## src/rtl/image_rom_arbiter.sv

```systemverilog
// Round-robin arbiter sharing one synchronous image ROM between N_REQ pixel requesters.
// Grants are combinational; read data returns two cycles later with a one-hot owner tag.
module image_rom_arbiter #(
  parameter int N_REQ  = 4,
  parameter int ADDR_W = 14,
  parameter int DATA_W = 12
) (
  input  logic                      clk,
  input  logic                      rst_n,
  input  logic [N_REQ-1:0]          req,
  input  logic [N_REQ-1:0]          lock,
  input  logic [N_REQ*ADDR_W-1:0]   addr,
  output logic [N_REQ-1:0]          gnt,
  output logic [ADDR_W-1:0]         rom_addr,
  input  logic [DATA_W-1:0]         rom_rgb,
  output logic [N_REQ-1:0]          rd_valid,
  output logic [DATA_W-1:0]         rd_data
);

  localparam int PTR_W = (N_REQ > 1) ? $clog2(N_REQ) : 1;

  logic [PTR_W-1:0]  r_ptr;
  logic [PTR_W-1:0]  w_idx;
  logic [PTR_W-1:0]  w_ptr_next;
  logic              w_any;
  int unsigned       w_j;
  logic [N_REQ-1:0]  w_gnt;
  logic [ADDR_W-1:0] w_sel_addr;
  logic [ADDR_W-1:0] r_rom_addr;
  logic [N_REQ-1:0]  r_tag1;
  logic [N_REQ-1:0]  r_tag2;

  // Search from the pointer, wrapping at N_REQ (not at a power of two).
  always_comb begin
    w_any = 1'b0;
    w_idx = '0;
    w_j   = 0;
    for (int unsigned k = 0; k < N_REQ; k++) begin
      w_j = (32'(r_ptr) + k) % N_REQ;
      if (!w_any && req[w_j[PTR_W-1:0]]) begin
        w_any = 1'b1;
        w_idx = w_j[PTR_W-1:0];
      end
    end
  end

  always_comb begin
    w_gnt      = '0;
    w_sel_addr = '0;
    for (int unsigned i = 0; i < N_REQ; i++) begin
      if (w_any && (i[PTR_W-1:0] == w_idx)) begin
        w_gnt[i[PTR_W-1:0]] = 1'b1;
        w_sel_addr          = addr[i*ADDR_W +: ADDR_W];
      end
    end
  end

  // A locked winner keeps top priority; otherwise priority rotates past it.
  always_comb begin
    if (lock[w_idx])
      w_ptr_next = w_idx;
    else if (w_idx == PTR_W'(N_REQ - 1))
      w_ptr_next = '0;
    else
      w_ptr_next = w_idx + 1'b1;
  end

  always_ff @(posedge clk or negedge rst_n) begin
    if (!rst_n) begin
      r_ptr      <= '0;
      r_rom_addr <= '0;
      r_tag1     <= '0;
      r_tag2     <= '0;
    end else begin
      r_tag2 <= r_tag1;
      if (w_any) begin
        r_ptr      <= w_ptr_next;
        r_rom_addr <= w_sel_addr;
        r_tag1     <= w_gnt;
      end else begin
        r_tag1 <= '0;
      end
    end
  end

  assign gnt      = w_gnt;
  assign rom_addr = r_rom_addr;
  assign rd_valid = r_tag2;
  assign rd_data  = rom_rgb;

endmodule
```

## config.mk

```make
export PLATFORM = sky130hd
export DESIGN_NAME = image_rom_arbiter
export DESIGN_NICKNAME = d
export VERILOG_FILES = /design/src/rtl/image_rom_arbiter.sv
export SDC_FILE = /design/constraint.sdc
export NUM_CORES = 1
export LEC_CHECK = 0
export ABC_AREA = 1
export ABC_CLOCK_PERIOD_IN_PS = 3500
export BUFFER_PORTS_ARGS = -buffer_cell sky130_fd_sc_hd__buf_2
export CAP_MARGIN = 5
export CORE_MARGIN = 4
export CORE_UTILIZATION = 43
export CTS_BUF_LIST = sky130_fd_sc_hd__clkbuf_4 sky130_fd_sc_hd__clkbuf_8 sky130_fd_sc_hd__clkbuf_16
export DETAILED_ROUTE_END_ITERATION = 12
export PLACE_DENSITY = 0.89
export SLEW_MARGIN = 20
export SYNTH_ARGS = -nofsm -noshare
export SYNTH_HDL_FRONTEND = slang
export SYNTH_SLANG_ARGS = --single-unit
```

## constraint.sdc

```tcl
create_clock -name clk -period 3.5 [get_ports clk]
set_clock_uncertainty 0.2 [all_clocks]
set_input_delay 0.175 -clock clk [delete_from_list [all_inputs] [get_ports clk]]
set_output_delay 0.175 -clock clk [all_outputs]
set_load 0.05 [all_outputs]
```

Word-level counts from Yosys, hierarchy flattened
Index checks and enable logic that the tools add are counted.
- reductions and logical operators: 11
- muxes and demuxes: 29
- order comparisons: 5
- equal/unequal tests: 4
- add/subtract/negate cells: 4
- operators by type and width (cell ; count):
    14-bit 2-to-1 mux ; 4
    2-bit by 3-bit less-than comparator with 1-bit output, second input constant ; 5
    1-bit 2-to-1 mux ; 13
    2-bit 2-to-1 mux ; 6
    1-bit binary-select mux with 2-bit select ; 5
    1-bit logical AND ; 7
    2-bit by 1-bit adder with 2-bit output, second input constant ; 2
    2-bit adder, second input constant ; 2
    2-bit equality test, first input constant ; 2
    4-bit 2-to-1 mux ; 1
    1-bit zero test ; 3
    1-bit by 2-bit equality test with 1-bit output, first input constant ; 1
    2-bit equality test, second input constant ; 1
    2-bit zero test ; 1
- output and inout bits: 34
- register bits after elaboration: 24
- logic and storage cells: 57
- bits of input ports: 78

Depth between registers and ports, before layout
- word-level depth: 18
- mapped depth: 18
- depth with buffers taken out: 17

Least setup slack after synthesis
No wires, ideal clock.
- kind: flip-flop to flip-flop
- from: register r_ptr[0]
- to: register r_rom_addr[6], in the netlist rom_addr[6]
- path slack: 1.081 ns
- required time: 3.218 ns
- cell stages (with the launch flop): 16
- clock period less this slack: 2.419 ns
- path buffers: 1
- library setup time: 0.082 ns
- arrival time: 2.137 ns
- cells stage by stage: dfrtp_1 -> buf_4 -> nand2_1 -> nand2_2 -> nand2_2 -> nand2_2 -> nor2_4 -> nand3_1 -> nand3_1 -> nand2_1 -> inv_1 -> ha_1 -> nand2_2 -> inv_1 -> nand2_1 -> a31oi_1
- longest elaborated chain between the ends: 18
- elaborated cells on any way between the ends: 37
- those cells by class: 3 x add/sub; 3 x eq/ne; 20 x mux; 11 x reduce/logical
- RTL lines (what ; RTL line ; source):
    start, declared ; 22 ; logic [PTR_W-1:0] r_ptr;
    start signal, assigned ; 77 ; r_ptr <= w_ptr_next;
    parallel branches: the longest is 18 deep, another holds 2-bit by 1-bit adder with 2-bit output ; n/a ;
    end signal, assigned ; 78 ; r_rom_addr <= w_sel_addr;
    end, declared ; 29 ; logic [ADDR_W-1:0] r_rom_addr;
Parallel ways; which one is timed is not known. The select of a mux whose other input is x is not followed.
A chain may end at the register's enable or synchronous reset.

Worst setup path after layout
- from: register r_ptr[0]
- to: register r_rom_addr[10], in the netlist rom_addr[10]
The elaborated chain is that of the path after synthesis.

==> metrics.md <==
| Metric | Value |
|---|---|
| Status | `complete, no violations` |
| Nets | `between 400 and 500` |
| Wire per inst | `approximately 14 um` |
| Port Buffer Count | `87` |
| Post-synthesis async set-or-reset flop share | `1.00` |
| Number of DRC markers in iteration 0 | `~200` |
| RSZ-0062 raised after global routing | `false` |
| Cells after Synth | `243` |
| Std cell rows | `22` |
| Slew headroom | `0.653` |
| Syn_nets | `around 330` |
| Detailed-route via count | `1,882` |
| Critical Path Fanout Max | `18` |
| Post-CTS setup buffer count | `0` |
| Crit. End Element | `register` |
| Syn Std Cell Area | `1730 um2` |
| Minimum clock period | `approximately 3300 ps` |
| Die ar. | `5110 um2` |
| Grt ovf | `0` |
| Die X | `approximately 70 um` |
| Startpoint types | `register` |
| CTS tree | `done` |
| Largest net degree at the start of global routing | `28` |
| Post-synth cell types | `22` |
| Share of the synthesized area in the top cell type | `0.347` |
| Worst-path clk slew | `~80 ps` |
| Worst path arrival time | `3230 ps` |
| H-tree depth | `1` |
| RePlAce Congestion | `0.850` |
| Final Slew Violations | `0` |
| FF+latch count, synth | `24` |
| Via density | `between 5 and 6` |
| Clock Latency Late Sink | `about 250 ps` |
| Synth area leader | `dfrtp_1` |
| Register area share after synthesis | `0.347` |
| CTS Buf Count | `3` |
| Clk buf depth | `2` |
| Layout cell share with drive strength beyond 1 | `0.337` |
| WS Path Type | `register to register` |
| Mean Syn Cell Area | `7.13 um2` |
| Fin crit share | `0.939` |
| Core ar. | `3770 um2` |
| Hold crit path type | `primary input to register` |
| Most common cell in the netlist | `nand2_1` |
| Vias in the first global route | `1,697` |
| Ant diodes | `0` |
| Routed wire length | `5100 um` |
| Fmax | `304 MHz` |
| P&R area growth vs syn | `29.8%` |
| Initial antenna violation count | `0` |
| Max Cap Violations | `0` |
| Final setup fails | `0` |
| # clock sinks | `24` |
| Final Hold Vio Count | `0` |
| Die height | `roughly 70 um` |
| DRC Markers | `0` |
| Synthesis Warnings | `0` |
| Post-DRT Antenna Nets | `0` |
| Tot GR Track Use | `0.185` |
| Post-synth EDFFs | `0` |
| Dominant synthesized flop cell | `dfrtp_1` |
| I/O Pins | `around 110` |
| Clock root cell | `clkbuf_8` |
| Top cells by area, synth | `dfrtp_1, nand2_1, nand3_1, buf_4, o211ai_1` |
| Setup TNS | `0 ps` |
| Fillers | `321` |
| First-pass DRT Iterations | `4` |
| Starting Density | `0.459` |
| CP Data Required Time | `3450 ps` |
| Least-Margin Pin Slew | `approximately 520 ps` |
| Post-DP HPWL | `between 3000 and 4000 um` |
| Commonest cells post-synth | `nand2_1, nand3_1, dfrtp_1` |
| First-pass GRT wire length | `7660 um` |
critical path, stage by stage, from the launching register on:
cell and delay (ps):
dfrtp_2 480, inv_2 150, nand2_1 90, nand3_1 110, nand2_2 90, nor2_4 160, nand3_4 200, nand3_2 190
inv_1 100, ha_1 250, nand2_2 80, inv_2 120, nand2_1 90, nand3_1 100, o211ai_1 110, nand3_1 90
dlygate4sd3_1 570
flip-flops by register name, indices dropped and copies added, names as in the netlist:
name,flops
r_ptr,2
r_tag1,4
rd_valid,4
rom_addr,14
through the flow:
stage | hold slack (ps) | setup slack, ps | area [um2] | util | instances
global route | 12.5 | 7.07 | 2250 | 0.596 | 374
CTS | 0.762 | 197 | 2240 | 0.595 | 374
detailed placement | -31.1 | 653 | 2060 | 0.546 | 357
global placement | -32.6 | 757 | 2060 | 0.546 | 357
floorplan | -321 | 1080 | 1730 | - | 243
finish | 9.44 | 214 | 2250 | 0.596 | 374
cells in the final DEF, fill, tap and decap left out:
cell type	n
nand2_1	87
a31oi_1	3
dlygate4sd3_1	14
dfrtp_1	23
o21ai_0	3
dfrtp_2	1
nand2_2	7
buf_2	87
inv_2	6
nor2_1	1
nand2_4	1
inv_1	17
nor2_4	1
ha_1	4
nand3_4	1
o211ai_1	12
nand3_1	46
o21ai_1	1
nand3_2	2
clkbuf_8	3
nand4_1	3
clkinvlp_4	1
o22ai_1	2
repair_timing:
| item | 4_1_cts | 5_1_grt |
|---|---|---|
| endpoints found under the hold margin | 36 | 0 |
| endpoints found under the setup margin | 0 | 1 |
| hold buffers | 14 | 0 |
| gates resized for setup | 0 | 2 |
cell families after synthesis:
kind of cell | share of synthesized area
compound gates | 0.0816
fa+ha+maj | 0.0289
buf+inv | 0.148
flops | 0.347
simple gates | 0.395
metal layers:
layer,up-vias,track usage,part of all wire
met5,-,0,0
met4,0,0.0772,0.028
met3,12,0.0182,0.085
met2,93,0.294,0.46
met1,827,0.256,0.42
li1,950,-,-
final cells by class:
class                      instances  area [um2]  share of cell area
clock buffer                       3        41.3              0.0184
inverter                          24        93.8              0.0418
multi-input combinational        174         875               0.389
sequential                        24         602               0.268
tap                               48        60.1              0.0267
timing repair buffer             101         576               0.256
worst paths after layout:
path / from / end / depth (start not counted) / slack [ps]
min in group asynchronous: rst_n / rom_addr[8] / 2 / 220
max reg2reg: r_ptr[0] / rom_addr[10] / 16 / 210
max in group asynchronous: rst_n / r_ptr[0] / 2 / 2490
min: addr[37] / rom_addr[9] / 3 / 9
max: r_ptr[0] / rom_addr[10] / 16 / 210
min reg2reg: r_tag1[0] / rd_valid[0] / 0 / 150
Power is not shown: default switching activity piles up to over one toggle a cycle in this logic, so the estimate is an artifact.
